--- src/rtl/gpu_cmd_queue.sv ---
// CPU-side command FIFO that replays {opcode, operand} pairs to the gpu with a glitch-free strobe.
// Optional: define GPU_CMD_VSYNC_GATE_EN to hold display/swap commands until vblank.
module gpu_cmd_queue #(
    parameter int DEPTH         = 16,
    parameter int SETUP_CYCLES  = 1,
    parameter int STROBE_CYCLES = 2
) (
    input  logic                     clk,
    input  logic                     rst,
    input  logic                     wr_en,
    input  logic [1:0]               wr_op,
    input  logic [7:0]               wr_data,
    input  logic                     vblank,
    output logic                     full,
    output logic                     empty,
    output logic [$clog2(DEPTH):0]   level,
    output logic                     overflow,
    output logic                     busy,
    output logic [1:0]               interrupt_in,
    output logic [7:0]               data_in,
    output logic                     interrupt_enable
);

    localparam int AW   = $clog2(DEPTH);
    localparam int MAXC = (SETUP_CYCLES > STROBE_CYCLES) ? SETUP_CYCLES : STROBE_CYCLES;
    localparam int CW   = $clog2(MAXC + 1);

    typedef enum logic [1:0] {
        S_IDLE,
        S_SETUP,
        S_STROBE,
        S_HOLD
    } state_t;

    logic [9:0]    r_mem [DEPTH];
    logic [AW-1:0] r_wptr;
    logic [AW-1:0] r_rptr;
    logic [AW:0]   r_level;
    logic          r_ovf;
    state_t        r_state;
    logic [CW-1:0] r_cnt;
    logic          r_ie;
    logic [1:0]    r_op;
    logic [7:0]    r_data;

    state_t        w_state_nxt;
    logic [CW-1:0] w_cnt_nxt;
    logic          w_ie_nxt;
    logic          w_pop;
    logic          w_push;
    logic          w_elig;
    logic [9:0]    w_head;

    assign w_head = r_mem[r_rptr];
    assign full   = (r_level == (AW+1)'(DEPTH));
    assign empty  = (r_level == '0);
    assign w_push = wr_en && !full;

`ifdef GPU_CMD_VSYNC_GATE_EN
    // A swap at the head blocks everything behind it until vblank.
    assign w_elig = !empty && ((w_head[9:8] != 2'b10) || vblank);
`else
    logic w_unused_vblank;
    assign w_unused_vblank = vblank;
    assign w_elig = !empty;
`endif

    always_comb begin
        w_state_nxt = r_state;
        w_cnt_nxt   = r_cnt;
        w_ie_nxt    = r_ie;
        w_pop       = 1'b0;
        unique case (r_state)
            S_IDLE: begin
                if (w_elig) begin
                    w_pop       = 1'b1;
                    w_cnt_nxt   = '0;
                    w_state_nxt = S_SETUP;
                end
            end
            S_SETUP: begin
                if (r_cnt == CW'(SETUP_CYCLES - 1)) begin
                    w_ie_nxt    = 1'b1;
                    w_cnt_nxt   = '0;
                    w_state_nxt = S_STROBE;
                end else begin
                    w_cnt_nxt = r_cnt + CW'(1);
                end
            end
            S_STROBE: begin
                if (r_cnt == CW'(STROBE_CYCLES - 1)) begin
                    w_ie_nxt    = 1'b0;
                    w_cnt_nxt   = '0;
                    w_state_nxt = S_HOLD;
                end else begin
                    w_cnt_nxt = r_cnt + CW'(1);
                end
            end
            S_HOLD: begin
                if (w_elig) begin
                    w_pop       = 1'b1;
                    w_cnt_nxt   = '0;
                    w_state_nxt = S_SETUP;
                end else begin
                    w_state_nxt = S_IDLE;
                end
            end
            default: w_state_nxt = S_IDLE;
        endcase
    end

    always_ff @(posedge clk) begin
        if (w_push) begin
            r_mem[r_wptr] <= {wr_op, wr_data};
        end
    end

    always_ff @(posedge clk or posedge rst) begin
        if (rst) begin
            r_wptr  <= '0;
            r_rptr  <= '0;
            r_level <= '0;
            r_ovf   <= 1'b0;
        end else begin
            if (w_push) begin
                r_wptr <= r_wptr + 1'b1;
            end
            if (w_pop) begin
                r_rptr <= r_rptr + 1'b1;
            end
            if (w_push && !w_pop) begin
                r_level <= r_level + 1'b1;
            end else if (!w_push && w_pop) begin
                r_level <= r_level - 1'b1;
            end
            if (wr_en && full) begin
                r_ovf <= 1'b1;
            end
        end
    end

    always_ff @(posedge clk or posedge rst) begin
        if (rst) begin
            r_state <= S_IDLE;
            r_cnt   <= '0;
            r_ie    <= 1'b0;
            r_op    <= 2'b00;
            r_data  <= 8'h00;
        end else begin
            r_state <= w_state_nxt;
            r_cnt   <= w_cnt_nxt;
            r_ie    <= w_ie_nxt;
            if (w_pop) begin
                r_op   <= w_head[9:8];
                r_data <= w_head[7:0];
            end
        end
    end

    assign level            = r_level;
    assign overflow         = r_ovf;
    assign busy             = (r_state != S_IDLE);
    assign interrupt_in     = r_op;
    assign data_in          = r_data;
    assign interrupt_enable = r_ie;

endmodule

--- config.mk ---
export PLATFORM = sky130hd
export DESIGN_NAME = gpu_cmd_queue
export DESIGN_NICKNAME = d
export VERILOG_FILES = /design/src/rtl/gpu_cmd_queue.sv
export SDC_FILE = /design/constraint.sdc
export NUM_CORES = 1
export LEC_CHECK = 0
export BUFFER_PORTS_ARGS = -buffer_cell sky130_fd_sc_hd__buf_2
export CORE_MARGIN = 4
export CORE_UTILIZATION = 55
export DETAILED_ROUTE_END_ITERATION = 6
export HOLD_SLACK_MARGIN = 0.08
export PLACE_DENSITY = 0.74
export SLEW_MARGIN = 20
export SYNTH_ARGS = -nofsm -noshare
export SYNTH_HDL_FRONTEND = slang
export SYNTH_SLANG_ARGS = --single-unit
--- constraint.sdc ---
create_clock -name clk -period 2.7 [get_ports clk]
set_clock_uncertainty 0.05 [all_clocks]
set_input_delay 0.135 -clock clk [delete_from_list [all_inputs] [get_ports clk]]
set_output_delay 0.135 -clock clk [all_outputs]
set_load 0.01 [all_outputs]
### Yosys cells after proc, flatten, opt, wreduce, memory -nomap -nowiden

Memory sizes are Yosys's and may differ from the RTL's. A register that Yosys moved wholly into a read port is not among the register bits.
Cells that the tools add are included.

| storage, ports and cells | value |
|---|---|
| register bits after elaboration | 19 |
| bits in latches | 0 |
| bits in writable memories | 160 |
| bits in read-only memories | 0 |
| input port bits | 14 |
| output and inout port bits | 20 |
| logic and storage cells | 56 |
| memories | 1 |

Memories:

| memory | words | width | read ports | clocked after memory_dff | write ports | line | text |
|---|---|---|---|---|---|---|---|
| r_mem | 16 | 10 | 1 | 1 | 1 | 35 | `logic [9:0] r_mem [DEPTH];` |

| operators by class | value |
|---|---|
| add/sub/neg operators | 5 |
| multipliers | 0 |
| div/mod/pow operators | 0 |
| magnitude comparators | 0 |
| equality and inequality tests | 9 |
| shift-type cells | 0 |
| muxes and demuxes | 18 |
| bitwise gates (word level) | 0 |
| reductions and logical operators | 16 |

Operator list:

| kind | number |
|---|---|
| $mux W2 | 6 |
| $mux W5 | 2 |
| $add A4 B1 Y4 const B | 2 |
| $ne A2 B2 Y1 const B | 4 |
| $pmux W2 S4 | 1 |
| $mux W1 | 7 |
| $pmux W2 S3 | 1 |
| $reduce_and A3 Y1 | 2 |
| $reduce_bool A2 Y1 | 3 |
| $add A5 B1 Y5 const B | 1 |
| $eq A5 B5 Y1 const B | 1 |
| $logic_not A5 Y1 | 1 |
| $sub A5 B1 Y5 const B | 1 |
| $eq A2 B1 Y1 const B | 2 |
| $eq A2 B2 Y1 const B | 2 |
| $logic_and A1 B1 Y1 | 4 |
| $logic_not A2 Y1 | 2 |
| $logic_not A1 Y1 | 3 |
| $add A2 B1 Y2 const B | 1 |
| $pmux W1 S2 | 1 |
| $reduce_or A2 Y1 | 1 |

### Depth between registers and ports, before layout

| depth | value |
|---|---|
| depth in word-level cells | 7 |
| gate-level depth with buffers | 12 |
| gate-level depth less buffers | 11 |

### Least setup slack after synthesis

OpenSTA, ideal clock, no wires.

| path | value |
|---|---|
| kind | reg-to-reg |
| from | reg r_level[1], in the netlist level[1] |
| to | reg r_level[4], in the netlist level[4] |
| setup time | 0.080 ns |
| arrival time | 2.499 ns |
| required time | 2.570 ns |
| path slack | 0.072 ns |
| cell stages (with the launch flop) | 13 |
| path buffers | 1 |
| clock period less this slack | 2.628 ns |
| path through | dfrtp_1 > nor4_2 > and2b_4 > nor2_2 > inv_2 > buf_4 > ha_1 > inv_1 > ha_1 > a21o_1 > a21oi_1 > mux2i_1 > xnor2_1 |

| between the ends | value |
|---|---|
| longest elaborated chain between the ends | 6 |
| elaborated cells between the ends (all ways) | 15 |
| those cells by class | add/sub (2); eq/ne (1); mux (4); reduce/logical (8) |

Ends and longest elaborated chain:

| item | line | text |
|---|---|---|
| start, declared | 38 | `logic [AW:0] r_level;` |
| start signal, assigned | 132 | `r_level <= r_level + 1'b1;` |
| start signal, assigned | 134 | `r_level <= r_level - 1'b1;` |
| $logic_not A5 Y1 (*) | 56 | `assign empty = (r_level == '0);` |
| net empty | 15 | `output logic empty,` |
| $mux W1 (*) | 75, 100 |  |
| $mux W1 (*) | - |  |
| $logic_not A1 Y1 | 131 | `if (w_push && !w_pop) begin` |
| $logic_and A1 B1 Y1 | 131 |  |
| $mux W5 / $reduce_bool A2 Y1 (equally long branches) | - |  |

Mark *: on every way through the listed nets, which the timed path passes. The rest lies on a longest branch. The select of a mux whose other input is x is not followed.
A chain may end at the register's enable or synchronous reset.

### Worst setup path after layout

| path | value |
|---|---|
| from | reg r_state[0] |
| to | reg r_level[4], in the netlist level[4] |

| between the ends | value |
|---|---|
| longest elaborated chain between the ends | 6 |
| elaborated cells between the ends (all ways) | 9 |
| those cells by class | eq/ne (1); mux (2); reduce/logical (6) |

Ends and longest elaborated chain:

| item | line | text |
|---|---|---|
| start, declared | 40 | `state_t r_state;` |
| start signal, assigned | 150 | `r_state <= w_state_nxt;` |
| $eq A2 B2 Y1 / $logic_not A2 Y1 (equally long branches) | 73 | `unique case (r_state)` |
| $reduce_or A2 Y1 (no source line) (*) | - |  |
| $mux W1 (*) | - |  |
| $logic_not A1 Y1 | 131 |  |
| $logic_and A1 B1 Y1 | 131 |  |
| $mux W5 / $reduce_bool A2 Y1 (equally long branches) | - |  |

Mark *: on every way between the ends. The rest lies on a longest branch, timed or not.

==> impl_metrics.yaml <==
clock_network:
  clk_pin_slew_ns: 0.07
  h-tree-depth: 4
  clock_latency_ns: 0.42
  cts-buffers-inserted: 17
  cts_buffer_depth: 2
  clockRootBuffer: "clkbuf_16"
  cts_num_sinks: 189
  cts_tree: "yes"
yosys:
  async_flop_share_pct: 15.3
  ys_ff_latch: 189
  synth.avg_cell_area_um2: 19.1
  ys_seq_area_share_pct: 72.0
  synth-edff-count: 160
  synth_area_um2: 7680
  synth_ff_type: "edfxtp_1"
  syn_nets: 435
  ys_types: 39
  ys_warn_count: 0
  syn_inst: 402
layout:
  antennaDiodeCount: 0
  syn_to_final_growth_pct: 15.8
  finalNonFillerCells: 668
  final_cell_mix: "edfxtp_1, mux4_2, buf_2, buf_4, dfrtp_1"
  layout_commonest_cell: "edfxtp_1"
  finish.net_count: 512
  drive_gt1_share_pct: 29.3
floorplan:
  core-area_um2: 13500
  die_h_um: 126
  die_area_um2: 15900
  start_util_pct: 57.1
  ios: 34
  die_x_um: 126
  rows: 42
global_route:
  grt.total_usage_pct: 19.7
  grt_max_degree: 19
  grt_pass1_vias: 4121
  grt_pass1_wl_mm: 23.1
  antenna_found_initial: 0
  grt_overflow: 0
timing:
  max_freq_mhz: 384
  period_needed_ns: 2.60
  hold_violations: 0
  rsz0062_at_grt: "no"
  timing.final.crit_share_pct: 96.4
  worst_pin_slew_ns: 1.11
  setup_violations: 0
  drv_slew: 0
  slew-limit-headroom_pct: 25.5
  fin_tns_setup_ns: 0
  holdWs_ns: 0.237
setup_path:
  crit_path_max_incr_delay_ns: 0.39
  endpoint_kind: "register"
  start_kind: "register"
  reg2reg_depth: 11
  crit_family: "adder cells"
  worstPathMaxFanout: 5
  path_depth: 11
  crit_arrival_ns: 2.89
  critical_path_class: "reg2reg"
  path_buf_inv: 3
  crit_top_cell: "ha_1"
  path_cells: "inv_2 > ha_1 > nor2_4 > inv_2 > ha_1 > inv_1 > ha_1 > a21o_1 > a21oi_1 > mux2i_1 > xnor2_1"
  worst_path_max_delay_cell: "dfrtp_1"
  required_ns: 2.99
placement:
  port_buffers: 32
  place_inst: 622
  gp_congestion: 0.791
  dp_hpwl_mm: 9.78
detailed_routing:
  post_drt_wl_per_cell_um: 21.8
  routed_wl_mm: 14.6
  dr.pass1.iters: 5
  ant_nets: 0
  dr_total_vias: 3884
  drc: 0
  drt-initial-drc-count: 336
  vias_per_cell: 5.81
worst_hold_path:
  hp-class: "in2async"
power_and_ir_drop:
  finalPower_mw: 9.76
  ir_drop_mv: 0.608
  power_density_nw_per_um2: 1100
  p_leak_nw: 3.21
outcome:
  status: "completed"
flow_run:
  max_cap_violations: 0
[cells in the mapped netlist, types with 2 or more instances]
cell	count	area share, %
a21o_1	3	0.29
a21oi_1	6	0.39
buf_1	2	0.098
buf_12	2	0.52
buf_2	9	0.59
buf_6	4	0.59
dfrtp_1	29	9.4
edfxtp_1	160	63
ha_1	18	2.9
inv_1	13	0.64
mux2i_1	22	2.9
mux4_1	2	0.68
mux4_2	38	11
nand2_1	24	1.2
nand2b_1	2	0.16
nand4_1	2	0.16
nor2_1	16	0.78
nor2b_1	4	0.33
nor3_1	4	0.26
o21ai_0	5	0.33
o21ai_1	2	0.13
o221ai_1	10	1.1
xnor2_1	8	0.91
xor2_1	2	0.23
[through the flow]
| stage | utilization, % | area [um2] | worst slack (ns) |
|---|---|---|---|
| 6_report | 66.1 | 8900 | 0.0965 |
| 5_1_grt | 66.1 | 8900 | 0.00661 |
| 4_1_cts | 65.9 | 8870 | 0.0225 |
| 3_5_place_dp | 60.7 | 8160 | 0.0503 |
| 3_3_place_gp | 60.7 | 8160 | 0.135 |
| 2_1_floorplan | - | 7680 | 0.0716 |
[tightest hold or removal path: stages]
cell and delay, ns:
dlygate4sd3_1 0.53, buf_2 0.12, inv_1 0.39
[cell families after synthesis]
group | Yosys count | synth area share (%)
compound gates | 29 | 2.66
flops | 189 | 72.0
mux | 62 | 14.7
buf+inv | 33 | 2.62
fa+ha+maj | 19 | 3.19
simple gates | 60 | 3.70
xor+xnor | 10 | 1.14
[final timing paths]
check                            from    endpoint  slack [ns]
max                        r_state[0]    level[4]         0.1
min                               rst  r_state[0]        0.24
min in group clk             overflow    overflow        0.41
max reg2reg                r_state[0]    level[4]         0.1
min reg2reg                  overflow    overflow        0.41
max in group asynchronous         rst   r_rptr[2]        1.66
[flip-flops by register name, indices dropped and copies added, names as in the netlist]
register          flops
data_in               8
interrupt_enable      1
interrupt_in          2
level                 5
overflow              1
r_cnt                 2
r_mem               160
r_rptr                4
r_state               2
r_wptr                4
[final cells by class]
cell class / instances / area [um2]
clock inverters: 14 / 156
well taps: 176 / 220
multi-input cells: 180 / 1960
repair buffers: 77 / 541
clock buffers: 18 / 429
flip-flops and latches: 189 / 5540
inverters: 14 / 52.6
fillers: 926 / 4560
[repair_timing]
| item | CTS | global route |
|---|---|---|
| hold buffers | 12 | 0 |
| setup endpoints to repair | 0 | 2 |
| endpoints found under the hold margin | 172 | 0 |
| resized for setup | 0 | 4 |
| buffers inserted | 0 | 2 |
[report_power, final]
| group | switching (mW) | internal, mW |
|---|---|---|
| combinational | 1.72 | 1.56 |
| sequential | 0.372 | 3.66 |
| clock | 1.06 | 1.38 |
| total | 3.16 | 6.60 |
[per-layer routing]
metal / up-vias / track usage (%) / share of wire [%]
met5: - / 0 / 0
met4: 0 / 7.32 / 1.6
met3: 22 / 5.04 / 6.0
met2: 130 / 31.5 / 50
met1: 1991 / 26.5 / 43
li1: 1741 / - / -
Power figures use the tool's default switching activity.
